[config.mk]
export PLATFORM = sky130hd
export DESIGN_NAME = edge_bbox_flat
export DESIGN_NICKNAME = d
export VERILOG_FILES = /design/src/rtl/edge_bbox_pkg.sv /design/src/rtl/edge_bbox_if.sv /design/src/rtl/edge_bbox_pix_coord_cnt.sv /design/src/rtl/edge_bbox.sv /design/src/flat_wrapper.sv
export SDC_FILE = /design/constraint.sdc
export NUM_CORES = 1
export LEC_CHECK = 0
export CORE_ASPECT_RATIO = 1.25
export CORE_MARGIN = 4
export CORE_UTILIZATION = 50
export DETAILED_ROUTE_END_ITERATION = 7
export PLACE_DENSITY = 0.71
export SYNTH_ARGS = -nofsm -noshare
export SYNTH_HDL_FRONTEND = slang
export SYNTH_SLANG_ARGS = --single-unit
[constraint.sdc]
create_clock -name clk -period 5.3 [get_ports clk]
set_input_delay 0.795 -clock clk [delete_from_list [all_inputs] [get_ports clk]]
set_output_delay 0.795 -clock clk [all_outputs]
set_load 0.03 [all_outputs]
[src/rtl/edge_bbox_pkg.sv]
// Shared types and width helpers for the edge bounding-box tracker.
package edge_bbox_pkg;

    localparam int RES_COORD_W = 16;
    localparam int RES_CNT_W   = 32;

    function automatic int clog2_min1(input int v);
        int r;
        r = $clog2(v);
        return (r < 1) ? 1 : r;
    endfunction

    function automatic int col_w(input int img_w);
        return clog2_min1(img_w);
    endfunction

    function automatic int row_w(input int img_h);
        return clog2_min1(img_h);
    endfunction

    function automatic int cnt_w(input int img_w, input int img_h);
        return clog2_min1(img_w * img_h + 1);
    endfunction

    typedef enum logic [1:0] {
        IDLE,
        ACTIVE,
        DONE
    } state_t;

    typedef struct packed {
        logic [RES_COORD_W-1:0] x_min;
        logic [RES_COORD_W-1:0] x_max;
        logic [RES_COORD_W-1:0] y_min;
        logic [RES_COORD_W-1:0] y_max;
        logic [RES_CNT_W-1:0]   cnt;
        logic                   found;
    } bbox_res_t;

endpackage

[src/rtl/edge_bbox_if.sv]
// Edge pixel stream in, per-frame bounding-box result out.
interface edge_bbox_if
    import edge_bbox_pkg::*;
#(
    parameter int IMG_W = 640,
    parameter int IMG_H = 480
);
    localparam int COL_W = col_w(IMG_W);
    localparam int ROW_W = row_w(IMG_H);
    localparam int CNT_W = cnt_w(IMG_W, IMG_H);

    logic             din;
    logic             din_sop;
    logic             din_eop;
    logic             din_vld;
    logic [COL_W-1:0] box_x_min;
    logic [COL_W-1:0] box_x_max;
    logic [ROW_W-1:0] box_y_min;
    logic [ROW_W-1:0] box_y_max;
    logic [CNT_W-1:0] edge_cnt;
    logic             box_found;
    logic             box_vld;
    logic             frame_err;

    modport master (
        output din, din_sop, din_eop, din_vld,
        input  box_x_min, box_x_max, box_y_min, box_y_max,
        input  edge_cnt, box_found, box_vld, frame_err
    );

    modport slave (
        input  din, din_sop, din_eop, din_vld,
        output box_x_min, box_x_max, box_y_min, box_y_max,
        output edge_cnt, box_found, box_vld, frame_err
    );
endinterface

[src/rtl/edge_bbox_pix_coord_cnt.sv]
// Column/row position of the current valid pixel; sop forces (0,0), counters saturate past the last line.
module pix_coord_cnt
    import edge_bbox_pkg::*;
#(
    parameter int IMG_W = 640,
    parameter int IMG_H = 480,
    localparam int COL_W = col_w(IMG_W),
    localparam int ROW_W = row_w(IMG_H)
) (
    input  logic             clk,
    input  logic             rst,
    input  logic             vld,
    input  logic             sop,
    output logic [COL_W-1:0] col,
    output logic [ROW_W-1:0] row,
    output logic             last_pix,
    output logic             overrun
);
    localparam logic [COL_W-1:0] COL_LAST = COL_W'(IMG_W - 1);
    localparam logic [ROW_W-1:0] ROW_LAST = ROW_W'(IMG_H - 1);

    // Registers hold the position the next pixel will take.
    logic [COL_W-1:0] col_q;
    logic [ROW_W-1:0] row_q;
    logic             ovr_q;
    logic             col_wrap;

    always_comb begin
        col      = sop ? '0 : col_q;
        row      = sop ? '0 : row_q;
        overrun  = sop ? 1'b0 : ovr_q;
        col_wrap = (col == COL_LAST);
        last_pix = !overrun && col_wrap && (row == ROW_LAST);
    end

    always_ff @(posedge clk or posedge rst) begin
        if (rst) begin
            col_q <= '0;
            row_q <= '0;
            ovr_q <= 1'b0;
        end else if (vld && !overrun) begin
            col_q <= col_wrap ? '0 : col + 1'b1;
            row_q <= (col_wrap && row != ROW_LAST) ? row + 1'b1 : row;
            ovr_q <= col_wrap && (row == ROW_LAST);
        end
    end
endmodule

[src/rtl/edge_bbox.sv]
// Per-frame bounding box and count of edge pixels, published once per frame with a valid pulse.
// Optional EDGE_BBOX_ROI_EN: pixels within BORDER of the image edge are treated as non-edge.
module edge_bbox
    import edge_bbox_pkg::*;
#(
    parameter int IMG_W   = 640,
    parameter int IMG_H   = 480,
    parameter int MIN_CNT = 16,
    parameter int BORDER  = 2
) (
    input  logic       clk,
    input  logic       rst,
    edge_bbox_if.slave bus
);
    localparam int COL_W = col_w(IMG_W);
    localparam int ROW_W = row_w(IMG_H);
    localparam int CNT_W = cnt_w(IMG_W, IMG_H);
    localparam logic [COL_W-1:0] COL_LAST = COL_W'(IMG_W - 1);
    localparam logic [ROW_W-1:0] ROW_LAST = ROW_W'(IMG_H - 1);
`ifdef EDGE_BBOX_ROI_EN
    localparam bit ROI_EN = 1'b1;
`else
    localparam bit ROI_EN = 1'b0;
`endif

    state_t           state;
    logic [COL_W-1:0] col;
    logic [ROW_W-1:0] row;
    logic             last_pix, overrun;
    logic             roi_ok, hit, found, take, start, pend_err;
    logic [COL_W-1:0] acc_x_min, acc_x_max, b_x_min, b_x_max, nxt_x_min, nxt_x_max;
    logic [ROW_W-1:0] acc_y_min, acc_y_max, b_y_min, b_y_max, nxt_y_min, nxt_y_max;
    logic [CNT_W-1:0] acc_cnt, b_cnt, nxt_cnt;
    bbox_res_t        res_q;
    logic             box_vld_q, frame_err_q;
    logic             unused_res_bits;

    pix_coord_cnt #(
        .IMG_W (IMG_W),
        .IMG_H (IMG_H)
    ) u_coord (
        .clk      (clk),
        .rst      (rst),
        .vld      (bus.din_vld),
        .sop      (bus.din_sop),
        .col      (col),
        .row      (row),
        .last_pix (last_pix),
        .overrun  (overrun)
    );

    assign start = bus.din_vld && bus.din_sop;
    assign take  = bus.din_vld && (bus.din_sop || state == ACTIVE);

    // On sop the accumulators restart from their empty values with the sop pixel folded in.
    always_comb begin
        roi_ok = !ROI_EN ||
                 (int'(col) >= BORDER && int'(col) < IMG_W - BORDER &&
                  int'(row) >= BORDER && int'(row) < IMG_H - BORDER);
        hit = bus.din && !overrun && roi_ok;
        if (bus.din_sop) begin
            b_x_min = COL_LAST;
            b_x_max = '0;
            b_y_min = ROW_LAST;
            b_y_max = '0;
            b_cnt   = '0;
        end else begin
            b_x_min = acc_x_min;
            b_x_max = acc_x_max;
            b_y_min = acc_y_min;
            b_y_max = acc_y_max;
            b_cnt   = acc_cnt;
        end
        nxt_x_min = (hit && col < b_x_min) ? col : b_x_min;
        nxt_x_max = (hit && col > b_x_max) ? col : b_x_max;
        nxt_y_min = (hit && row < b_y_min) ? row : b_y_min;
        nxt_y_max = (hit && row > b_y_max) ? row : b_y_max;
        nxt_cnt   = b_cnt + CNT_W'(hit);
        found     = int'(acc_cnt) >= MIN_CNT;
    end

    always_ff @(posedge clk or posedge rst) begin
        if (rst) begin
            state       <= IDLE;
            acc_x_min   <= '0;
            acc_x_max   <= '0;
            acc_y_min   <= '0;
            acc_y_max   <= '0;
            acc_cnt     <= '0;
            pend_err    <= 1'b0;
            res_q       <= '0;
            box_vld_q   <= 1'b0;
            frame_err_q <= 1'b0;
        end else begin
            box_vld_q   <= 1'b0;
            frame_err_q <= 1'b0;
            if (take) begin
                acc_x_min <= nxt_x_min;
                acc_x_max <= nxt_x_max;
                acc_y_min <= nxt_y_min;
                acc_y_max <= nxt_y_max;
                acc_cnt   <= nxt_cnt;
                if (bus.din_eop) pend_err <= !last_pix;
            end
            case (state)
                ACTIVE: begin
                    if (bus.din_vld) begin
                        if (bus.din_sop) frame_err_q <= 1'b1;
                        if (bus.din_eop) state <= DONE;
                    end
                end
                IDLE, DONE: begin
                    if (state == DONE) begin
                        box_vld_q   <= 1'b1;
                        frame_err_q <= pend_err;
                        res_q.cnt   <= RES_CNT_W'(acc_cnt);
                        res_q.found <= found;
                        res_q.x_min <= found ? RES_COORD_W'(acc_x_min) : '0;
                        res_q.x_max <= found ? RES_COORD_W'(acc_x_max) : '0;
                        res_q.y_min <= found ? RES_COORD_W'(acc_y_min) : '0;
                        res_q.y_max <= found ? RES_COORD_W'(acc_y_max) : '0;
                    end
                    if (start) state <= bus.din_eop ? DONE : ACTIVE;
                    else       state <= IDLE;
                end
                default: state <= IDLE;
            endcase
        end
    end

    assign bus.box_x_min = res_q.x_min[COL_W-1:0];
    assign bus.box_x_max = res_q.x_max[COL_W-1:0];
    assign bus.box_y_min = res_q.y_min[ROW_W-1:0];
    assign bus.box_y_max = res_q.y_max[ROW_W-1:0];
    assign bus.edge_cnt  = res_q.cnt[CNT_W-1:0];
    assign bus.box_found = res_q.found;
    assign bus.box_vld   = box_vld_q;
    assign bus.frame_err = frame_err_q;

    // Result fields are sized for the largest image; the upper bits are always zero.
    assign unused_res_bits = ^{res_q.x_min >> COL_W, res_q.x_max >> COL_W,
                               res_q.y_min >> ROW_W, res_q.y_max >> ROW_W,
                               res_q.cnt >> CNT_W};
endmodule

[src/flat_wrapper.sv]
// flat-port wrapper written by rule: the top's interface ports become plain ports
module edge_bbox_flat import edge_bbox_pkg::*;
#(
    parameter int IMG_W   = 640,
    parameter int IMG_H   = 480,
    parameter int MIN_CNT = 16,
    parameter int BORDER  = 2
)
  (clk, rst, bus_din, bus_din_sop, bus_din_eop, bus_din_vld, bus_box_x_min, bus_box_x_max, bus_box_y_min, bus_box_y_max, bus_edge_cnt, bus_box_found, bus_box_vld, bus_frame_err);
  edge_bbox_if #(.IMG_W(IMG_W), .IMG_H(IMG_H)) bus_i ();
  input  logic clk;
  input  logic rst;
  input wire logic [$bits(bus_i.din)-1:0] bus_din;
  input wire logic [$bits(bus_i.din_sop)-1:0] bus_din_sop;
  input wire logic [$bits(bus_i.din_eop)-1:0] bus_din_eop;
  input wire logic [$bits(bus_i.din_vld)-1:0] bus_din_vld;
  output wire logic [$bits(bus_i.box_x_min)-1:0] bus_box_x_min;
  output wire logic [$bits(bus_i.box_x_max)-1:0] bus_box_x_max;
  output wire logic [$bits(bus_i.box_y_min)-1:0] bus_box_y_min;
  output wire logic [$bits(bus_i.box_y_max)-1:0] bus_box_y_max;
  output wire logic [$bits(bus_i.edge_cnt)-1:0] bus_edge_cnt;
  output wire logic [$bits(bus_i.box_found)-1:0] bus_box_found;
  output wire logic [$bits(bus_i.box_vld)-1:0] bus_box_vld;
  output wire logic [$bits(bus_i.frame_err)-1:0] bus_frame_err;
  assign bus_i.din = bus_din;
  assign bus_i.din_sop = bus_din_sop;
  assign bus_i.din_eop = bus_din_eop;
  assign bus_i.din_vld = bus_din_vld;
  assign bus_box_x_min = bus_i.box_x_min;
  assign bus_box_x_max = bus_i.box_x_max;
  assign bus_box_y_min = bus_i.box_y_min;
  assign bus_box_y_max = bus_i.box_y_max;
  assign bus_edge_cnt = bus_i.edge_cnt;
  assign bus_box_found = bus_i.box_found;
  assign bus_box_vld = bus_i.box_vld;
  assign bus_frame_err = bus_i.frame_err;
  edge_bbox #(.IMG_W(IMG_W), .IMG_H(IMG_H), .MIN_CNT(MIN_CNT), .BORDER(BORDER)) u_core (.clk(clk), .rst(rst), .bus(bus_i));
endmodule
Word-level counts from Yosys, hierarchy flattened
Cells that the tools add are included.
{"block": "totals", "inputBits": 6, "register_bits": 140, "output_inout_bits": 60, "elab_cells": 82}
{"block": "classes", "n_lt_le_gt_ge": 5, "n_eq_ne": 7, "mux": 29, "addsub": 3, "n_reduce_logical": 20}
{"operator": "10-bit two-way mux", "n": 8}
{"operator": "9-bit two-way mux", "n": 8}
{"operator": "19-bit by 1-bit adder with 19-bit output", "n": 1}
{"operator": "19-bit by 5-bit greater-or-equal comparator with 1-bit output (second input constant)", "n": 1}
{"operator": "19-bit two-way mux", "n": 1}
{"operator": "1-bit logical AND", "n": 12}
{"operator": "10-bit by 1-bit adder with 10-bit output (second input constant)", "n": 1}
{"operator": "10-bit equality test (second input constant)", "n": 1}
{"operator": "10-bit > comparator", "n": 1}
{"operator": "10-bit less-than comparator", "n": 1}
{"operator": "9-bit by 1-bit adder with 9-bit output (second input constant)", "n": 1}
{"operator": "9-bit equality test (second input constant)", "n": 1}
{"operator": "9-bit > comparator", "n": 1}
{"operator": "9-bit less-than comparator", "n": 1}
{"operator": "9-bit != test (second input constant)", "n": 1}
{"operator": "2-bit two-way mux", "n": 4}
{"operator": "1-bit two-way mux", "n": 6}
{"operator": "2-bit AND reduction", "n": 3}
{"operator": "2-bit != test (second input constant)", "n": 2}
{"operator": "2-bit one-hot mux with 2 select lines", "n": 1}
{"operator": "2-bit by 1-bit equality test with 1-bit output (second input constant)", "n": 1}
{"operator": "2-bit equality test (second input constant)", "n": 1}
{"operator": "1-bit logical NOT", "n": 2}
{"operator": "2-bit logical NOT", "n": 1}
{"operator": "other kinds (3)", "n": 3}

Depth between registers and ports, before layout
{"block": "depth", "depth_word": 5, "ltp_mapped": 15, "mapped_depth_nobuf": 10}

By module
Synthesis repeated with hierarchy kept, for this count alone.
{"block": "unflattened", "hier_cells": 725, "hier_area_um2": 7225.7}
{"mod": "edge_bbox", "cells_each": 564, "seq_area_each_um2": 3002.9, "area_each_um2": 5880.6, "n_inst": 1}
{"mod": "pix_coord_cnt", "cells_each": 161, "seq_area_each_um2": 500.5, "area_each_um2": 1345.0, "n_inst": 1}

Least setup slack after synthesis
No wires, ideal clock.
{"block": "synth_timing", "path_kind": "input -> register", "from": "input port bus_din_sop", "to": "register u_core.acc_x_min[7]", "path_buffers": 5, "arrival_ns": 3.638, "required_time_ns": 5.162, "path_stages": 13, "setup_time_ns": 0.138, "setup_slack_ns": 1.524, "cell_sequence": "buf_6 > inv_2 > buf_6 > clkbuf_1 > buf_1 > buf_1 > nand2_1 > ha_1 > a21o_1 > a21o_1 > a2111o_1 > a221oi_4 > o21ai_0"}
{"block": "synth_via", "elab_chain_cells": 5, "elab_cells_between_ends": 10, "classes_between": "order compare (1); mux (4); reduce/logical (5)"}
{"item": "start: declaration", "line": "flat_wrapper.sv:14", "source": "input wire logic [$bits(bus_i.din_sop)-1:0] bus_din_sop;"}
{"item": "parallel branches: the longest is 5 deep, another holds 10-bit less-than comparator"}
{"item": "end signal: assignment", "line": "edge_bbox.sv:98", "source": "acc_x_min <= nxt_x_min;"}
{"item": "end: declaration", "line": "edge_bbox.sv:31", "source": "logic [COL_W-1:0] acc_x_min, acc_x_max, b_x_min, b_x_max, nxt_x_min, nxt_x_max;"}
Parallel ways; which one is timed is not known.
A chain may end at the register's enable or synchronous reset.

Worst setup path in the final report
{"block": "layout_timing", "from": "input port bus_din_sop", "to": "register u_core.acc_x_min[1]"}
Same word-level chain as after synthesis.

==> summary.txt <==
Timing
  • Rel. slew slack: slightly above 20%
  • Final setup violation count: 0
  • Final hold vios: 0
  • Worst clock skew: 0.00766 ns
  • Least-Margin Pin Slew: 1.18 ns
  • Final period utilization: a little over two thirds
  • Max Fclk: 0.268 GHz
  • RSZ-0062 raised after global routing: false
  • Fin crit period: 3.74 ns
  • Slew Viols, Final: 0
  • Total negative slack: 0 ns

Route
  • Remaining DRCs: 0
  • Initial drt markers: 392
  • Antenna viol nets, final: 0
  • Drt pass-1 iters: 5
  • WL final: 16800 um
  • Vias/cell: 5.81
  • Total number of vias: around 5400
  • Wire per inst: 18.0 um

Layout
  • Layout cells sized above 1: 7.73%
  • Multi-input logic area: around 0.0032 mm2
  • Nets: 788
  • Cell area after layout: between 0.008 and 0.009 mm2
  • Fillers: between 1000 and 1500
  • Number of diodes: 0
  • Storage cell area: ~0.0035 mm2
  • Layout Area Growth over Synthesis: 19.4%

Clock network
  • Total CTS buffers: 17
  • CTS Sinks: 140
  • Post-CTS resize count: 0
  • Clk_lat worst skew: ~0.42 ns
  • # H-tree levels: 4
  • CTS Root Cell: clkbuf_16
  • Max Buffers Root-to-Sink: 2
  • Clock transition at path regs: ~0.06 ns
  • # Post-CTS Setup Buffers: 0
  • Hold_buf cts: 0
  • CTS tree: done

Logic synthesis
  • Adder-Cell Fraction of Synth Area: under 10%
  • Seq/Total Area, Yosys: roughly half
  • Largest family of logic cells by synthesized area: simple AND/OR/NAND/NOR gates
  • Top cell type by total area after synthesis: dfrtp_1
  • Simple-Gate Fraction of Synth Area: 18.5%
  • Netlist Area Pre-Place: 0.00695 mm2
  • Mux share of post-synthesis cell area: 0.144%
  • Post-synthesis xor/xnor area fraction: roughly 3.4%
  • Post-synthesis cell type count: 72
  • Number of flops mapped to enable cells by yosys: 0
  • Synth top area share: 50.4%
  • Mapped Cells: 693
  • Async SR Flop Fraction: 100%
  • Compound-Gate Fraction of Synth Area: 17.3%
  • Dominant synthesized flop cell: dfrtp_1
  • Top cells by area, synth: dfrtp_1, nand2_1, a22o_1, ha_1, xnor2_1
  • #FFs+latches synth: 140
  • Synthesized area per cell: 10.0 um2
  • Synth Net Count: 731
  • YS warnings: 0

Global routing
  • Initial antenna violation count: 0
  • Vias in the first global route: 5640
  • GR peak layer: met2
  • GR Util met2: a little under two fifths
  • M3 GR Usage: between 4 and 5%
  • Total grt overflow: 0
  • Largest net degree at the start of global routing: 104
  • GRT Resource Usage Total: 22.3%
  • Met1 GRT Util: 28.3%
  • Global-route wire length before repair: 28300 um

Place
  • Port Buf Inserts: 65
  • DPL Wire Length: around 12000 um
  • Post-placement cell area: 0.00771 mm2
  • Routability cong.: 0.897

Setup path
  • Startpoint Class: input pin
  • Req. time, crit path: 5.63 ns
  • Worst setup EP type: register
  • Worst path buffer plus inverter count: 3
  • Worst-path maximum fanout: 25
  • Top delay family on crit path: buffers and inverters
  • Arr. time, crit path: 4.07 ns
  • CP max-delay cell: clkdlybuf4s50_1
  • Crit path kind: input pin to register
  • Cell Chain, Critical Path: clkdlybuf4s50_1 -> buf_4 -> nand2b_1 -> inv_1 -> ha_1 -> nand4_1 -> a21oi_1 -> a2111o_1 -> a221oi_4 -> nor2_1 -> a21oi_1
  • Most frequent CP cell: a21oi_1
  • Crit-path max cell delay: 0.71 ns

Die
  • Row cnt: 47
  • Chip Height: 140 um
  • Core area: ~0.013 mm2
  • Number of I/O pins: 66
  • Initial core utilization: 51.8%
  • Die X: 113 um
  • Die area: 0.0159 mm2

Worst hold path
  • Tightest Hold Check Type: register to register

Pwr
  • Cell Pwr Density: 306 mW/mm2
  • Peak VDD IR: about 190 uV
  • Leakage power: 3.85 nW
  • Total power: 2.54 mW

Run
  • Max-cap violations: 0

Status
  • Status: complete, no violations
-- cells in the mapped netlist (7+ instances only) --
cell type,number
a21o_1,7
dfrtp_1,140
ha_1,32
o21ai_0,23
nand2b_1,10
xor2_1,10
nand3_1,14
a22o_1,47
clkbuf_1,17
nor3_1,7
xnor2_1,17
nor2_1,39
a2bb2oi_1,8
nor2b_1,12
a21oi_1,26
inv_1,33
o2bb2ai_1,10
nand2_1,145
-- power breakdown --
group	internal, mW	switching (mW)	leakage [nW]	total [mW]
clock	0.729	0.451	0.282	1.18
combinational	0.0732	0.139	1.67	0.212
sequential	1.11	0.0389	1.90	1.15
-- worst paths after layout --
path / from / endpoint / slack (ns) / cells past startpoint
setup / recovery: bus_din_sop / u_core.acc_x_min[1]$_DFFE_PP0P_ / 1.56 / 11
hold / removal: u_core.bus.edge_cnt[12]$_DFFE_PP0P_ / u_core.bus.edge_cnt[12]$_DFFE_PP0P_ / 0.48 / 2
setup reg to reg: u_core.u_coord.col_q[7]$_DFFE_PP0P_ / u_core.acc_x_min[1]$_DFFE_PP0P_ / 2.64 / 9
hold reg to reg: u_core.bus.edge_cnt[12]$_DFFE_PP0P_ / u_core.bus.edge_cnt[12]$_DFFE_PP0P_ / 0.48 / 2
max in group asynchronous: rst / u_core.acc_x_max[9]$_DFFE_PP0P_ / 3.26 / 3
min in group asynchronous: rst / u_core.acc_cnt[14]$_DFFE_PP0P_ / 0.97 / 2
-- cell type report --
| class | count | share of cell area [%] |
|---|---|---|
| multi-input combinational | 485 | 38.1 |
| timing repair buffer | 71 | 8.39 |
| clock buffer | 22 | 5.72 |
| inverter | 35 | 1.64 |
| clock inverter | 10 | 1.39 |
| sequential | 140 | 42.2 |
| tap | 171 | 2.58 |
-- state kept, by name (all words and copies together) (netlist names), 2 cells and up --
name,flops
u_core.acc_cnt,19
u_core.bus.edge_cnt,19
u_core.acc_x_max,10
u_core.acc_x_min,10
u_core.bus.box_x_max,10
u_core.bus.box_x_min,10
u_core.u_coord.col_q,10
u_core.acc_y_max,9
u_core.acc_y_min,9
u_core.bus.box_y_max,9
u_core.bus.box_y_min,9
u_core.u_coord.row_q,9
u_core.state,2
-- kinds of logic after synthesis --
| family | count (synthesis) |
|---|---|
| AND/OR/NAND/NOR | 267 |
| flip-flops | 140 |
| AO/OA/AOI/OAI | 158 |
| adder cells (fa/ha/maj) | 32 |
| XOR/XNOR | 27 |
| multiplexers | 1 |
| buffers and inverters | 68 |
-- worst register-to-register path: stages (launching register included) --
cell	delay [ns]
dfrtp_1	0.43
nand2_1	0.14
inv_1	0.09
ha_1	0.32
a21o_1	0.16
a21o_1	0.17
a2111o_1	0.49
a221oi_4	0.53
nor2_1	0.10
a21oi_1	0.15
-- placed cells by master (no fill, tap or decap), types with 3 or more instances in the layout --
master and count:
nand2_1 145, dfrtp_1 140, clkdlybuf4s50_1 65, a22o_1 47, nor2_1 39, inv_1 32
ha_1 32, a21oi_1 26, o21ai_0 23, xnor2_1 17, clkbuf_16 17, nand3_1 14
nor2b_1 12, o2bb2ai_1 10, xor2_1 10, nand2b_1 9, a2bb2oi_1 8, nor3_1 7
a21o_1 7, o31ai_1 6, nand4_1 6, buf_4 6, o21a_1 3, o211ai_1 3
and2_1 3, and3_1 3, nor4_1 3, and3_2 3, clkbuf_8 3, clkinv_2 3
clkinvlp_4 3
-- stage by stage --
| step | utilization [%] | cells | hold slack, ns | worst slack (ns) |
|---|---|---|---|---|
| 2_1_floorplan | - | 693 | 0.451 | 0.752 |
| 3_3_place_gp | 57.5 | 902 | 0.458 | 1.23 |
| 3_5_place_dp | 57.5 | 902 | 0.462 | 1.19 |
| 4_1_cts | 61.9 | 934 | 0.482 | 1.58 |
| 5_1_grt | 61.9 | 934 | 0.504 | 1.32 |
| 6_report | 61.9 | 934 | 0.476 | 1.56 |
-- layer usage --
layer	vias up	wire length (um)
met3	43	694
li1	2533	-
met5	-	0
met2	149	8410
met4	0	619
met1	2701	7090
Note: power is estimated with default switching activity, not from simulation.
